==> src/rtl/multi_register_file_if.sv <==
// Bus bundle for multi_register_file.
// The master drives clear, write and read requests. The slave returns the
// registered read result and the status flags.
interface multi_register_file_if #(
  parameter int WIDTH = 8,
  parameter int AW    = 3
) ();

  logic             clr;
  logic             w_en;
  logic [AW-1:0]    w_addr;
  logic [WIDTH-1:0] in;
  logic             r_en;
  logic [AW-1:0]    r_addr;
  logic [WIDTH-1:0] out;
  logic             r_valid;
  logic             r_uninit;
  logic             addr_err;

  modport master (
    output clr, w_en, w_addr, in, r_en, r_addr,
    input  out, r_valid, r_uninit, addr_err
  );

  modport slave (
    input  clr, w_en, w_addr, in, r_en, r_addr,
    output out, r_valid, r_uninit, addr_err
  );

endinterface

==> src/rtl/multi_register_file.sv <==
// Bank of DEPTH scratch registers, each WIDTH bits wide.
// The bank has one write port and one read port, and both can be used in the
// same cycle. Read data is registered and appears one cycle after the request.
// Each entry has a written flag. Out-of-range accesses are detected and
// flagged.
// On a same-address read/write, MODE=0 returns the old contents and MODE=1
// returns the incoming data. The write completes in both modes.
module multi_register_file #(
  parameter int WIDTH = 8,
  parameter int DEPTH = 8,
  parameter int AW    = 3,
  parameter int MODE  = 0
) (
  input logic                  clk,
  input logic                  rst,
  multi_register_file_if.slave bus
);

  // One extra bit so that DEPTH == 2**AW is still representable.
  localparam logic [AW:0] DEPTH_C = (AW+1)'(DEPTH);
  localparam bit          WT_C    = (MODE == 1);

  // Storage and per-entry written flags
  logic [WIDTH-1:0] mem_q [DEPTH];
  logic [WIDTH-1:0] mem_d [DEPTH];
  logic [DEPTH-1:0] wr_flag_q;
  logic [DEPTH-1:0] wr_flag_d;

  // Registered read result and status
  logic [WIDTH-1:0] out_q;
  logic [WIDTH-1:0] out_d;
  logic             r_valid_q;
  logic             r_valid_d;
  logic             r_uninit_q;
  logic             r_uninit_d;
  logic             addr_err_q;
  logic             addr_err_d;

  // Address qualification
  logic             w_in_range_s;
  logic             r_in_range_s;
  logic             w_ok_s;
  logic             r_ok_s;
  logic             coll_s;
  logic [DEPTH-1:0] w_sel_s;
  logic [DEPTH-1:0] r_sel_s;

  // Unregistered read mux outputs
  logic [WIDTH-1:0] rd_data_s;
  logic             rd_flag_s;

  // Qualify both addresses against DEPTH (unsigned) and detect a same-entry collision.
  always_comb begin
    w_in_range_s = ({1'b0, bus.w_addr} < DEPTH_C);
    r_in_range_s = ({1'b0, bus.r_addr} < DEPTH_C);
    w_ok_s       = bus.w_en & w_in_range_s;
    r_ok_s       = bus.r_en & r_in_range_s;
    coll_s       = w_ok_s & r_ok_s & (bus.w_addr == bus.r_addr);
  end

  // Decode one-hot entry selects; an out-of-range address selects no entry.
  always_comb begin
    w_sel_s = {DEPTH{1'b0}};
    r_sel_s = {DEPTH{1'b0}};
    for (int i = 0; i < DEPTH; i++) begin
      w_sel_s[i] = w_ok_s & (bus.w_addr == i[AW-1:0]);
      r_sel_s[i] = (bus.r_addr == i[AW-1:0]);
    end
  end

  // AND-OR read mux over the current (pre-write) contents and flags.
  always_comb begin
    rd_data_s = {WIDTH{1'b0}};
    rd_flag_s = 1'b0;
    for (int i = 0; i < DEPTH; i++) begin
      rd_data_s = rd_data_s | (mem_q[i] & {WIDTH{r_sel_s[i]}});
      rd_flag_s = rd_flag_s | (wr_flag_q[i] & r_sel_s[i]);
    end
  end

  // Next bank state: clear wins over a same-cycle write; otherwise the selected entry is written.
  always_comb begin
    mem_d     = mem_q;
    wr_flag_d = wr_flag_q;
    if (bus.clr) begin
      for (int i = 0; i < DEPTH; i++) begin
        mem_d[i] = {WIDTH{1'b0}};
      end
      wr_flag_d = {DEPTH{1'b0}};
    end else begin
      for (int i = 0; i < DEPTH; i++) begin
        mem_d[i] = w_sel_s[i] ? bus.in : mem_q[i];
      end
      wr_flag_d = wr_flag_q | w_sel_s;
    end
  end

  // Next read result: in-range reads see old contents (or new data under write-through),
  // out-of-range reads return zero and report uninitialised, and idle cycles hold data.
  always_comb begin
    out_d      = out_q;
    r_valid_d  = 1'b0;
    r_uninit_d = 1'b0;
    if (r_ok_s) begin
      r_valid_d = 1'b1;
      if (WT_C && coll_s) begin
        out_d      = bus.in;
        r_uninit_d = 1'b0;
      end else begin
        out_d      = rd_data_s;
        r_uninit_d = ~rd_flag_s;
      end
    end else if (bus.r_en) begin
      out_d      = {WIDTH{1'b0}};
      r_valid_d  = 1'b1;
      r_uninit_d = 1'b1;
    end else begin
      out_d      = out_q;
      r_valid_d  = 1'b0;
      r_uninit_d = 1'b0;
    end
    addr_err_d = (bus.w_en & ~w_in_range_s) | (bus.r_en & ~r_in_range_s);
  end

  // State registers; asynchronous reset clears the bank and every output.
  always_ff @(posedge clk or negedge rst) begin
    if (!rst) begin
      for (int i = 0; i < DEPTH; i++) begin
        mem_q[i] <= {WIDTH{1'b0}};
      end
      wr_flag_q  <= {DEPTH{1'b0}};
      out_q      <= {WIDTH{1'b0}};
      r_valid_q  <= 1'b0;
      r_uninit_q <= 1'b0;
      addr_err_q <= 1'b0;
    end else begin
      for (int i = 0; i < DEPTH; i++) begin
        mem_q[i] <= mem_d[i];
      end
      wr_flag_q  <= wr_flag_d;
      out_q      <= out_d;
      r_valid_q  <= r_valid_d;
      r_uninit_q <= r_uninit_d;
      addr_err_q <= addr_err_d;
    end
  end

  assign bus.out      = out_q;
  assign bus.r_valid  = r_valid_q;
  assign bus.r_uninit = r_uninit_q;
  assign bus.addr_err = addr_err_q;

endmodule
==> src/flat_wrapper.sv <==
// flat-port wrapper written by rule: the top's interface ports become plain ports
module multi_register_file_flat 
#(
  parameter int WIDTH = 8,
  parameter int DEPTH = 8,
  parameter int AW    = 3,
  parameter int MODE  = 0
)
  (clk, rst, bus_clr, bus_w_en, bus_w_addr, bus_in, bus_r_en, bus_r_addr, bus_out, bus_r_valid, bus_r_uninit, bus_addr_err);
  multi_register_file_if #(.WIDTH(WIDTH), .AW(AW)) bus_i ();
  input logic clk;
  input logic rst;
  input wire logic [$bits(bus_i.clr)-1:0] bus_clr;
  input wire logic [$bits(bus_i.w_en)-1:0] bus_w_en;
  input wire logic [$bits(bus_i.w_addr)-1:0] bus_w_addr;
  input wire logic [$bits(bus_i.in)-1:0] bus_in;
  input wire logic [$bits(bus_i.r_en)-1:0] bus_r_en;
  input wire logic [$bits(bus_i.r_addr)-1:0] bus_r_addr;
  output wire logic [$bits(bus_i.out)-1:0] bus_out;
  output wire logic [$bits(bus_i.r_valid)-1:0] bus_r_valid;
  output wire logic [$bits(bus_i.r_uninit)-1:0] bus_r_uninit;
  output wire logic [$bits(bus_i.addr_err)-1:0] bus_addr_err;
  assign bus_i.clr = bus_clr;
  assign bus_i.w_en = bus_w_en;
  assign bus_i.w_addr = bus_w_addr;
  assign bus_i.in = bus_in;
  assign bus_i.r_en = bus_r_en;
  assign bus_i.r_addr = bus_r_addr;
  assign bus_out = bus_i.out;
  assign bus_r_valid = bus_i.r_valid;
  assign bus_r_uninit = bus_i.r_uninit;
  assign bus_addr_err = bus_i.addr_err;
  multi_register_file #(.WIDTH(WIDTH), .DEPTH(DEPTH), .AW(AW), .MODE(MODE)) u_core (.clk(clk), .rst(rst), .bus(bus_i));
endmodule
==> config.mk <==
export PLATFORM = sky130hd
export DESIGN_NAME = multi_register_file_flat
export DESIGN_NICKNAME = d
export VERILOG_FILES = /design/src/rtl/multi_register_file_if.sv /design/src/rtl/multi_register_file.sv /design/src/flat_wrapper.sv
export SDC_FILE = /design/constraint.sdc
export NUM_CORES = 1
export LEC_CHECK = 0
export ABC_AREA = 1
export BUFFER_PORTS_ARGS = -buffer_cell sky130_fd_sc_hd__buf_4
export CAP_MARGIN = 20
export CORE_MARGIN = 2
export CORE_UTILIZATION = 35
export CTS_BUF_LIST = sky130_fd_sc_hd__clkbuf_4 sky130_fd_sc_hd__clkbuf_8 sky130_fd_sc_hd__clkbuf_16
export DETAILED_ROUTE_END_ITERATION = 10
export SLEW_MARGIN = 10
export SYNTH_ARGS = -nofsm -noshare
export SYNTH_HDL_FRONTEND = slang
export SYNTH_SLANG_ARGS = --single-unit
export TNS_END_PERCENT = 20
==> constraint.sdc <==
create_clock -name clk -period 0.95 [get_ports clk]
set_clock_uncertainty 0.1 [all_clocks]
set_input_delay 0 -clock clk [delete_from_list [all_inputs] [get_ports clk]]
set_output_delay 0 -clock clk [all_outputs]
set_load 0.005 [all_outputs]
==> flow_summary.yaml <==
run_status:
  status: "finished, violations left"
  violations: "negative hold slack, negative setup slack"
clock_network:
  cts_tree: "built"
  postCtsHoldBufs: 2
  cts_buffer_depth: 2
  cts_max_level: 3
  clkLatencyLatePin_ns: 0.35
  clockRootBuffer: "clkbuf_16"
  clock-sinks: 82
  cts_made_buffers: 9
  clk_pin_slew_worst_paths_ns: 0.06
power_and_ir_drop:
  power_uw: 8860
  p_leak_uw: 0.00289
  ir_drop_uv: 1020
  pwr_density_cell_mw_per_mm2: 1650
logic_synthesis:
  synthMuxAreaShare_pct: 0
  synth-seq-cells: 82
  yosysUniqueCellTypes: 19
  synth_area_per_cell_um2: 7.81
  synth_compound_area_share_pct: 1.16
  synth_cells: 525
  synth-warning-count: 0
  synth-adder-area-share_pct: 0
  synth_top_family_by_area: "simple AND/OR/NAND/NOR gates"
  synth.cell_area_mm2: 0.00410
  syn_nets: 544
  seq_area_frac_synth_pct: 50.0
  yosys.area_share.simple_pct: 41.6
  synthXorXnorAreaFrac_pct: 0
routing:
  dr.pass1.iters: 5
  route.detailed.drc: 0
  antenna_left: 0
  wirelength_um: 13000
  vias: 3984
  drt_iter0_markers: 376
  viasPerCell: 5.35
  wl_per_cell_um: 17.5
timing:
  fin_crit_ns: 1.09
  setup_viol: 17
  final.setup.worst_slack_ns: -0.140
  fmax_ghz: 0.918
  final-hold-violation-count: 18
  fin_setup_tns_ns: -1.07
  finalCritPeriodShare_pct: 115
  rsz0062_at_grt: "yes"
  whs_ns: -0.231
  drv_slew: 0
floorplan:
  rows: 39
  coreArea_mm2: 0.0114
  die_y_um: 112
  ios: 30
  dieArea_mm2: 0.0126
  die_w_um: 112
  initial_core_util_pct: 35.9
setup_path:
  worst-path-max-fanout: 2
  end_kind: "flop"
  critPathKind: "reg2reg"
  timing.critical_path.from: "u_core.mem_q[40]$_DFFE_PN0P_"
  crit_required_ns: 1.09
  critical_path.top_delay_family: "simple AND/OR/NAND/NOR gates"
  critPathBufInv: 0
  max_stage_delay_ns: 0.38
  crit_chain: "nand4_1, nand2_1, nor2_2, nand2_1, nand2_1, nand2_1"
  crit_path_start_kind: "flop"
  worst_ep_arrival_time_ns: 1.23
  r2r_start: "u_core.mem_q[40]$_DFFE_PN0P_"
  crit_path_top_delay_cell: "dfrtp_1"
  crit_top_cell: "nand2_1"
run:
  cap_violations: 0
final_layout:
  antenna_cells: 0
  final_common_cell: "nand2_1"
  drive_above_1_share_pct: 22.9
  final_core_util_pct: 47.1
  nFillCells: 1129
  fin_nets: 616
  area_growth_syn_to_layout_pct: 31.2
  mostFrequentLayoutCells: "nand2_1 (195), nand3_1 (83), dfrtp_1 (82), buf_4 (60), nand4_1 (53)"
min_path:
  worstHoldPathType: "in2reg"
  min_from: "bus_r_en"
grt:
  grt_overflow: 0
  grt_start_max_net_pins: 37
  gr-usage-all-layers_pct: 21.7
  antenna_found_initial: 0
  grt_pass1_wl_um: 21000
  grt_pass1_vias: 3858
placed_design:
  portBuffers: 28
  gp_congestion: 0.852
  dp_hpwl_um: 9010
cell usage after synthesis (all sizes together):
master    n  share of area (%)
a21oi     8               0.98
buf      29                4.5
conb      1              0.091
dfrtp    82                 50
inv      26                2.6
nand2   210                 20
nand3    85                 10
nand4    53                8.1
nor2     29                3.0
nor3      1               0.24
o211ai    1               0.18
where the power goes:
group	internal, µW	switching, µW	leakage [µW]
logic	627	799	0.00167
registers	3780	180	0.00107
clock network	2040	1430	0.000149
total	6450	2410	0.00289
sequential cells by signal, summed over array words and instances (netlist names):
name	count
u_core.bus.r_uninit	1
u_core.mem_q	64
u_core.bus.r_valid	1
u_core.bus.out	8
u_core.wr_flag_q	8
layout make-up:
cell class,count,area (µm²),share of cell area (%)
multi-input combinational,388,1800,33.4
sequential,82,2050,38.1
timing repair buffer,90,955,17.7
clock buffer,14,282,5.23
inverter,26,105,1.95
tap,143,179,3.33
clock inverter,2,10.0,0.186
cell families after synthesis:
family / after synthesis
and+or+nand+nor: 378
AOI/OAI and AO/OA: 9
DFF: 82
buffers and inverters: 55
other: 1
per-stage QoR:
step                      area, µm²  std cells  setup WS, ns
after CTS                      5350        745        -0.134
after detailed placement       4990        727        -0.174
after floorplan                4100        525        0.0328
after global routing           5380        745        -0.195
final                          5380        745        -0.140
after global placement         4990        727        -0.177
worst reg2reg max path: stages (launching register included):
cell     delay [ns]
dfrtp_1        0.38
nand4_1        0.09
nand2_1        0.08
nor2_2         0.14
nand2_1        0.07
nand2_1        0.07
nand2_1        0.05
worst paths after layout:
check                                           endpoint  slack (ns)  cells after the start
max                        u_core.bus.out[0]$_DFFE_PN0P_       -0.14                      6
min                         u_core.bus.r_valid$_DFF_PN0_       -0.23                      1
max reg2reg                u_core.bus.out[0]$_DFFE_PN0P_       -0.14                      6
min reg2reg                u_core.bus.out[2]$_DFFE_PN0P_        0.40                      2
max in group asynchronous   u_core.mem_q[32]$_DFFE_PN0P_        0.39                      3
min in group asynchronous   u_core.mem_q[50]$_DFFE_PN0P_       -0.06                      2
timing repair:
action                                  4_1_cts  5_1_grt
endpoints found under the setup margin       17       26
buffers inserted                              0        0
gates resized for setup                      13       11
endpoints found under the hold margin       100       18
pin swaps                                     7       10
routing by layer:
metal	global-route usage (%)	vias up	wire [µm]
li1	-	1884	-
met2	31.8	165	5850
met5	0	-	0
met3	4.97	28	942
met4	10.1	0	367
met1	30.5	1907	5860
Power figures use the tool's default switching activity.
